==> src/rtl/trade_pkg.sv <==
// Shared types and widths for the trade order path: sides, FSM encoding and
// the lot cost helper used by both the order FSM and the position ledger.
package trade_pkg;

    localparam int NUM_STOCKS = 4;
    localparam int ID_W       = 2;
    localparam int PRICE_W    = 14;
    localparam int CASH_W     = 32;
    localparam int POS_W      = 4;
    localparam int CD_W       = 8;
    localparam int CNT_W      = 16;

    localparam logic SIDE_BUY  = 1'b0;
    localparam logic SIDE_SELL = 1'b1;

    typedef enum logic [1:0] {
        ST_IDLE  = 2'd0,
        ST_CHECK = 2'd1,
        ST_ISSUE = 2'd2
    } state_e;

    function automatic logic [CASH_W-1:0] lot_cost(input logic [PRICE_W-1:0] price,
                                                   input logic [CASH_W-1:0]  lot);
        return CASH_W'(price) * lot;
    endfunction

    function automatic logic [CNT_W-1:0] sat_inc(input logic [CNT_W-1:0] v);
        return (v == {CNT_W{1'b1}}) ? v : v + CNT_W'(1);
    endfunction

endpackage

==> src/rtl/position_ledger.sv <==
// Per-stock positions and cooldowns plus the cash balance. Updated only when
// an order is accepted on the output handshake; cooldowns tick down every cycle.
module position_ledger
    import trade_pkg::*;
#(
    parameter logic [CASH_W-1:0] INIT_CASH = 32'd100000,
    parameter int                COOLDOWN  = 8
) (
    input  logic                        clk,
    input  logic                        rst,
    input  logic                        commit_i,
    input  logic                        side_i,
    input  logic [ID_W-1:0]             id_i,
    input  logic [CASH_W-1:0]           cost_i,
    input  logic [ID_W-1:0]             lookup_id_i,
    output logic [POS_W-1:0]            pos_o,
    output logic                        cooldown_busy_o,
    output logic [CASH_W-1:0]           cash_o,
    output logic [NUM_STOCKS*POS_W-1:0] pos_all_o
);

    logic [NUM_STOCKS-1:0][POS_W-1:0] pos_q, pos_d;
    logic [NUM_STOCKS-1:0][CD_W-1:0]  cd_q, cd_d;
    logic [CASH_W-1:0]                cash_q, cash_d;
    logic [CASH_W:0]                  cash_sum;

    assign cash_sum = {1'b0, cash_q} + {1'b0, cost_i};

    always_comb begin
        pos_d  = pos_q;
        cd_d   = cd_q;
        cash_d = cash_q;
        for (int i = 0; i < NUM_STOCKS; i++) begin
            if (cd_q[i] != '0) begin
                cd_d[i] = cd_q[i] - CD_W'(1);
            end
        end
        // A fresh reload overrides this cycle's decrement for the traded stock.
        if (commit_i) begin
            cd_d[id_i] = CD_W'(COOLDOWN);
            if (side_i == SIDE_BUY) begin
                pos_d[id_i] = pos_q[id_i] + POS_W'(1);
                cash_d      = cash_q - cost_i;
            end else begin
                pos_d[id_i] = pos_q[id_i] - POS_W'(1);
                cash_d      = cash_sum[CASH_W] ? {CASH_W{1'b1}} : cash_sum[CASH_W-1:0];
            end
        end
    end

    always_ff @(posedge clk or posedge rst) begin
        if (rst) begin
            pos_q  <= '0;
            cd_q   <= '0;
            cash_q <= INIT_CASH;
        end else begin
            pos_q  <= pos_d;
            cd_q   <= cd_d;
            cash_q <= cash_d;
        end
    end

    assign pos_o           = pos_q[lookup_id_i];
    assign cooldown_busy_o = (cd_q[lookup_id_i] != '0);
    assign cash_o          = cash_q;
    assign pos_all_o       = pos_q;

endmodule

==> src/rtl/trade_order_manager.sv <==
// Turns registered EMA buy/sell pulses into lot-sized orders, checking funds,
// position limits and per-stock cooldown before presenting them downstream.
module trade_order_manager
    import trade_pkg::*;
#(
    parameter logic [CASH_W-1:0] INIT_CASH = 32'd100000,
    parameter int                LOT_SIZE  = 10,
    parameter int                MAX_POS   = 3,
    parameter int                COOLDOWN  = 8
) (
    input  logic                        clk,
    input  logic                        rst,
    input  logic                        tick_en,
    input  logic [15:0]                 tick_in,
    input  logic                        buy_signal,
    input  logic                        sell_signal,
    output logic                        order_valid,
    input  logic                        order_ready,
    output logic                        order_side,
    output logic [ID_W-1:0]             order_stock,
    output logic [PRICE_W-1:0]          order_price,
    output logic [7:0]                  order_qty,
    output logic [CASH_W-1:0]           cash,
    output logic [CNT_W-1:0]            reject_count,
    output logic [CNT_W-1:0]            drop_count,
    output logic [1:0]                  dbg_state,
    output logic [NUM_STOCKS*POS_W-1:0] dbg_pos
);

    state_e              state_q;
    logic [ID_W-1:0]     align_id_q, req_id_q, order_stock_q;
    logic [PRICE_W-1:0]  align_price_q, req_price_q, order_price_q;
    logic                req_side_q, order_side_q, order_valid_q;
    logic [7:0]          order_qty_q;
    logic [CNT_W-1:0]    reject_q, drop_q;

    logic [POS_W-1:0]    lk_pos;
    logic                lk_busy;
    logic [CASH_W-1:0]   cash_w;
    logic [CASH_W-1:0]   check_cost, commit_cost;
    logic                pulse, commit, reject_now;

    assign pulse       = buy_signal | sell_signal;
    assign check_cost  = lot_cost(req_price_q, CASH_W'(LOT_SIZE));
    assign commit_cost = lot_cost(order_price_q, CASH_W'(LOT_SIZE));

    // Handshake: once order_valid rises the order_* fields stay frozen until the
    // cycle where order_valid & order_ready are both high; that edge is the
    // transfer, the ledger commits on it and valid drops the next cycle.
    assign commit = (state_q == ST_ISSUE) && order_valid_q && order_ready;

    assign reject_now = lk_busy
        || ((req_side_q == SIDE_BUY)  && ((lk_pos >= POS_W'(MAX_POS)) || (cash_w < check_cost)))
        || ((req_side_q == SIDE_SELL) && (lk_pos == '0));

    position_ledger #(
        .INIT_CASH (INIT_CASH),
        .COOLDOWN  (COOLDOWN)
    ) u_ledger (
        .clk             (clk),
        .rst             (rst),
        .commit_i        (commit),
        .side_i          (order_side_q),
        .id_i            (order_stock_q),
        .cost_i          (commit_cost),
        .lookup_id_i     (req_id_q),
        .pos_o           (lk_pos),
        .cooldown_busy_o (lk_busy),
        .cash_o          (cash_w),
        .pos_all_o       (dbg_pos)
    );

    always_ff @(posedge clk or posedge rst) begin
        if (rst) begin
            state_q       <= ST_IDLE;
            align_id_q    <= '0;
            align_price_q <= '0;
            req_id_q      <= '0;
            req_price_q   <= '0;
            req_side_q    <= SIDE_BUY;
            order_valid_q <= 1'b0;
            order_side_q  <= SIDE_BUY;
            order_stock_q <= '0;
            order_price_q <= '0;
            order_qty_q   <= '0;
            reject_q      <= '0;
            drop_q        <= '0;
        end else begin
            // Pulses refer to the tick of the previous cycle, so the FSM reads the old align regs.
            if (tick_en) begin
                align_id_q    <= tick_in[15:14];
                align_price_q <= tick_in[13:0];
            end
            case (state_q)
                ST_IDLE: begin
                    if (buy_signal ^ sell_signal) begin
                        req_side_q  <= sell_signal ? SIDE_SELL : SIDE_BUY;
                        req_id_q    <= align_id_q;
                        req_price_q <= align_price_q;
                        state_q     <= ST_CHECK;
                    end else if (buy_signal && sell_signal) begin
                        reject_q <= sat_inc(reject_q);
                    end
                end
                ST_CHECK: begin
                    if (pulse) begin
                        drop_q <= sat_inc(drop_q);
                    end
                    if (reject_now) begin
                        reject_q <= sat_inc(reject_q);
                        state_q  <= ST_IDLE;
                    end else begin
                        order_valid_q <= 1'b1;
                        order_side_q  <= req_side_q;
                        order_stock_q <= req_id_q;
                        order_price_q <= req_price_q;
                        order_qty_q   <= 8'(LOT_SIZE);
                        state_q       <= ST_ISSUE;
                    end
                end
                ST_ISSUE: begin
                    if (pulse) begin
                        drop_q <= sat_inc(drop_q);
                    end
                    if (order_ready) begin
                        order_valid_q <= 1'b0;
                        state_q       <= ST_IDLE;
                    end
                end
                default: begin
                    order_valid_q <= 1'b0;
                    state_q       <= ST_IDLE;
                end
            endcase
        end
    end

    assign order_valid  = order_valid_q;
    assign order_side   = order_side_q;
    assign order_stock  = order_stock_q;
    assign order_price  = order_price_q;
    assign order_qty    = order_qty_q;
    assign cash         = cash_w;
    assign reject_count = reject_q;
    assign drop_count   = drop_q;
    assign dbg_state    = state_q;

endmodule

==> config.mk <==
export PLATFORM = sky130hd
export DESIGN_NAME = trade_order_manager
export DESIGN_NICKNAME = d
export VERILOG_FILES = /design/src/rtl/trade_pkg.sv /design/src/rtl/position_ledger.sv /design/src/rtl/trade_order_manager.sv
export SDC_FILE = /design/constraint.sdc
export NUM_CORES = 1
export LEC_CHECK = 0
export BUFFER_PORTS_ARGS = -buffer_cell sky130_fd_sc_hd__buf_2
export CORE_ASPECT_RATIO = 1.25
export CORE_MARGIN = 8
export CORE_UTILIZATION = 35
export CTS_CLUSTER_SIZE = 25
export DETAILED_ROUTE_END_ITERATION = 10
export PLACE_DENSITY = 0.53
export SETUP_SLACK_MARGIN = 0.5
export SLEW_MARGIN = 40
export SYNTH_ARGS = -nofsm -noshare
export SYNTH_HDL_FRONTEND = slang
export SYNTH_SLANG_ARGS = --single-unit
export TNS_END_PERCENT = 100
==> constraint.sdc <==
create_clock -name clk -period 8.3 [get_ports clk]
set_input_delay 1.245 -clock clk [delete_from_list [all_inputs] [get_ports clk]]
set_output_delay 1.245 -clock clk [all_outputs]
set_load 0.005 [all_outputs]
# Word level (Yosys, flattened, before mapping)
# Index checks and enable logic that the tools add are counted.
[totals]
register_bits = 166
[op_classes]
mux = 33
bitwise = 9
reduce_logical = 24
n_eq_ne = 10
multipliers = 2
order_cmp = 5
add_sub_neg = 10
[op_table]
columns = ["operator", "count"]
rows = [
  ["$mux W32", 3],
  ["$mux W16", 5],
  ["$mux W8", 6],
  ["$reduce_bool A8 Y1", 5],
  ["$mul A14 B3 Y17 const B", 2],
  ["$add A32 B18 Y33", 1],
  ["$add A16 B1 Y16 const B", 2],
  ["$bwmux W16", 2],
  ["$eq A16 B16 Y1 const B", 2],
  ["$lt A32 B18 Y1", 1],
  ["$pmux W16 S2", 1],
  ["$sub A32 B18 Y32", 1],
  ["$sub A8 B1 Y8 const B", 4],
  ["$and A28 B28 Y28", 1],
  ["$not A28 Y28", 1],
  ["$bmux W4 S2", 2],
  ["$bmux W8 S2", 1],
  ["$demux W8 S2", 1],
  ["$mux W4", 3],
  ["$ne A2 B2 Y1 const B", 6],
  ["$demux W4 S2", 1],
  ["$logic_and A1 B1 Y1", 6],
  ["$lt A2 B3 Y1 const B", 2],
  ["$mux W2", 3],
  ["other kinds (21)", 31],
]

# Logic depth before layout (Yosys ltp)
[depth]
word_depth = 9
ltp_mapped = 23

# Modules after synthesis
# A second synthesis with hierarchy kept.
[unflattened]
hier_cells = 1413
hier_area_um2 = 12842.3
[modules_own_cells]
columns = ["module", "seq_area_each_um2", "cells_per_inst", "area_per_inst_um2", "instances"]
rows = [
  ["position_ledger", 2009.4, 924, 7455.9, 1],
  ["trade_order_manager", 2152.1, 489, 5386.4, 1],
]

# Worst setup path after synthesis
# No wires, ideal clock.
[synth_timing]
path_type = "reg-to-reg"
startpoint = "register order_price_q[1] (netlist: order_price[1])"
endpoint = "register u_ledger.cash_q[23] (netlist: u_ledger.cash_o[23])"
synth_period_minus_slack_ps = 4780
slack_ps = 3520
stages_incl_launch_ff = 23
t_arrival_ps = 4697
n_path_buf = 2
path_cell_list = "dfrtp_1 > ha_1 > ha_1 > inv_1 > fa_1 > nor2b_1 > o21ai_0 > a21boi_0 > o21ai_0 > a21oi_1 > o21ai_0 > mux2i_1 > or2_2 > ha_1 > clkbuf_1 > inv_1 > a21o_1 > a2111oi_0 > o21a_1 > clkbuf_1 > a31oi_1 > or4_1 > o21ai_0"
[synth_between]
elab_chain_len = 4
word_cells_on_any_way = 5
cone_classes = "add/sub: 2; mul: 1; mux: 2"
[synth_rtl]
columns = ["item", "line_no", "text"]
rows = [
  ["from (decl)", "trade_order_manager.sv:32", "logic [PRICE_W-1:0] align_price_q, req_price_q, order_price_q;"],
  ["from (signal assigned)", "trade_order_manager.sv:116", "order_price_q <= req_price_q;"],
  ["$mul A14 B3 Y17 (*)", "trade_pkg.sv:24", "return CASH_W'(price) * lot;"],
  ["$add A32 B18 Y33", "position_ledger.sv:27", "assign cash_sum = {1'b0, cash_q} + {1'b0, cost_i};"],
  ["$mux W32", "position_ledger.sv:46", "cash_d = cash_sum[CASH_W] ? {CASH_W{1'b1}} : cash_sum[CASH_W-1:0];"],
  ["$mux W32 (*)", "position_ledger.sv:41", "if (side_i == SIDE_BUY) begin"],
  ["to (signal assigned)", "position_ledger.sv:59", "cash_q <= cash_d;"],
  ["to (decl)", "position_ledger.sv:24", "logic [CASH_W-1:0] cash_q, cash_d;"],
]
# Every way passes the cells marked *; elsewhere a longest branch is shown, timed or not.
# A chain may end at the register's enable or synchronous reset.

# Worst setup path after layout
[layout_timing]
startpoint = "register order_price_q[1] (netlist: order_price[1])"
endpoint = "register u_ledger.cash_q[25] (netlist: u_ledger.cash_o[25])"
# The elaborated chain is that of the path after synthesis.

==> flow_summary.ini <==
[finish]
area_growth_pct = 14.1
drive_gt1_share_pct = 19.5
final_nets = 1436
antenna_cells = 0
final_cells = 1725
final_core_util_pct = 40.3

[power]
p_per_area_mw_per_mm2 = 478
power.leakage_uw = 0.00626
ir_worst_vdd_mv = 0.184

[synthesis]
yosysTopAreaCell = dfrtp_1
async_flop_share_pct = 100
seq_area_frac_synth_pct = 36.4
avgSynthCellArea_sq_um = 9.57
yosys_warnings = 0
netlist_area_sq_mm = 0.0114
postSynthCellCount = 1195
synth_commonest_cells = 160 x dfrtp_1, 116 x ha_1, 114 x nor2_1, 74 x a21oi_1, 73 x xnor2_1
ys_types = 74
yosysTopAreaCellShare_pct = 35.0
synth_edf_count = 0
yosysMostFrequentCell = dfrtp_1
synthTopCellsByArea = dfrtp_1 35%, ha_1 13%, mux2_2 5.6%
ys_seq_elements = 166
synth_ff_type = dfrtp_1

[global_route]
grt_first_pass_wirelength_um = 49600
grt_overflow_total = 0
grtUsageTotal_pct = 16.1
antenna_found_initial = 0
grt_max_degree = 92
grt_pass1_vias = 9234

[setup_path]
crit_path_max_fanout = 11
cp.required_ns = 8.64
critPathLaunchType = flip-flop
cpPeakStageDelay_ns = 0.45
cp_slowest_cell = nor2_1
worstPathArrival_ns = 5.77
setup.worst_path.end_class = flip-flop
crit_chain = ha_1 -> ha_1 -> inv_1 -> fa_1 -> nor2b_1 -> o21ai_0 -> a21boi_0 -> o21ai_0 -> a21oi_1 -> nor2_1 -> o21ai_0 -> xor2_1 -> ha_1 -> or2_2 -> a21o_1 -> a32oi_1 -> and2_0 -> nor3b_1 -> nor2_1 -> buf_4 -> a21oi_1 -> o22a_1
worst-setup-path-type = flip-flop to flip-flop

[timing]
finalSetupViolations = 0
rsz0062_at_grt = false
whs_ns = 0.481
slew_violations = 0
fin_crit_ns = 5.43
final.setup_skew_ns = 0.0132
hold_violations = 0
fmax_mhz = 184
fin_tns_setup_ns = 0
tightest_slew_ns = 0.747
timing.slew.headroom_pct = 50.2
post-route-period-util_pct = 65.5
finalWorstSetupSlack_ns = 2.87

[min_path]
hp-class = flip-flop to flip-flop

[detailed_routing]
route.detailed.drc = 0
vias_per_cell = 5.33
drtIter0Drc = 602
finalWirelength_um = 30400
via_count = 9202
ant_nets = 0
wl_per_cell_um = 17.6
first_pass_iters = 6

[clocking]
cts_resized = 0
clk_pin_slew_worst_paths_ns = 0.07
root_buffer = clkbuf_16
htreeDepth = 4
worstSkewPairLatency_ns = 0.45
cts.path.max_buffers = 2
clkSinkCount = 166
cts_made_buffers = 17
cts_setup_buffers = 0
holdBufCountCts = 0
cts_tree = yes

[placed_design]
pre_cts_ws_ns = 2.83
hpwlAfterDp_um = 22900
gp_congestion = 0.841
dp.cells = 1692
numPortBuffers = 123

[die]
initial_core_util_pct = 35.3
io-pin-count = 130
die_y_um = 218
die_area_sq_mm = 0.0387
rows = 74
die_w_um = 178
fp.coreArea_sq_mm = 0.0324

[run]
max_cap_violations = 0

[outcome]
outcome = finished, final reports clean
==> stage by stage <==
stage / area, sq um / power [uW]
after CTS: 13000 / 6290
after global placement: 12400 / 5370
final: 13000 / 6240
after detailed placement: 12400 / 5410
after global routing: 13000 / 6860
after floorplan: 11400 / 4410
==> cells by family (layout without fill, tap and decap cells) <==
kind of cell    count (synthesis)  after routing  share of synthesized area [%]
compound gates                260            260                           15.3
other cells                     1              6                         0.0328
fa+ha+maj                     120            120                           13.4
flops                         166            166                           36.4
xor+xnor                       96             96                           7.36
buf+inv                       122            229                           4.38
mux                            69             69                           7.43
simple gates                  361            361                           15.7
==> report_power, final <==
part	internal [uW]	leakage (uW)	switching, uW
sequential	1080	0.00207	379
clock	469	0.000296	371
combinational	1710	0.00389	2240
total	3250	0.00626	2990
==> cells in the final DEF (no fill, tap or decap), drive strengths merged, types with 10 or more instances in the layout <==
master	count
dfrtp	160
buf	131
ha	116
nor2	114
a21oi	74
xnor2	73
inv	72
nand2	71
mux2	57
o21ai	48
nand3	30
xor2	23
nand4	22
nor3	21
a21o	20
and3	19
clkbuf	19
a31oi	13
o211ai	13
nor2b	12
o31ai	12
or3	10
nor4	10
or2	10
==> path summary, 6_finish.rpt <==
path | start | end | slack, ns | cells past startpoint
worst max-delay path | order_price[1]$_DFFE_PP0P_ | u_ledger.cash_o[25]$_DFFE_PP0P_ | 2.87 | 22
worst min-delay path | order_qty[1]$_DFFE_PP0P_ | order_qty[1]$_DFFE_PP0P_ | 0.48 | 1
worst max register to register | order_price[1]$_DFFE_PP0P_ | u_ledger.cash_o[25]$_DFFE_PP0P_ | 2.87 | 22
worst min register to register | order_qty[1]$_DFFE_PP0P_ | order_qty[1]$_DFFE_PP0P_ | 0.48 | 1
max in group asynchronous | rst | u_ledger.cash_o[5]$_DFFE_PP1P_ | 6.25 | 4
min in group asynchronous | rst | reject_count[1]$_DFFE_PP0P_ | 0.90 | 2
==> area by class of cell <==
class / count / area (sq um)
fill: 3264 / 19400
multi-input combinational: 912 / 6800
sequential: 166 / 4160
timing repair buffer: 131 / 692
tap: 418 / 523
clock buffer: 19 / 453
inverter: 66 / 255
clock inverter: 13 / 160
==> state kept, by name (all words and copies together), names as in the netlist, named ones only <==
name and flops:
u_ledger.cd_q 32, align_id_q 2, align_price_q 14, drop_count 16, order_qty 1, req_side_q 1, order_valid 1, order_side 1
req_id_q 2, reject_count 16, dbg_state 2, u_ledger.cash_o 32, order_stock 2, u_ledger.pos_all_o 12, order_price 14, req_price_q 14
==> layer usage <==
layer / part of all wire (%) / vias up / global-route usage, %
li1: - / 4483 / -
met1: 45 / 4488 / 20.1
met2: 49 / 205 / 26.9
met3: 4.5 / 26 / 3.65
met4: 1.4 / 0 / 5.26
met5: 0 / - / 0
==> critical path: cells and delay by family (launching register included) <==
kind	cells	cell delay [ns]
flops	1	0.44
compound gates	9	1.68
fa+ha+maj	4	1.24
xor+xnor	1	0.21
simple gates	6	1.42
buf+inv	2	0.34
No activity file was read; power rests on OpenSTA's default activity.
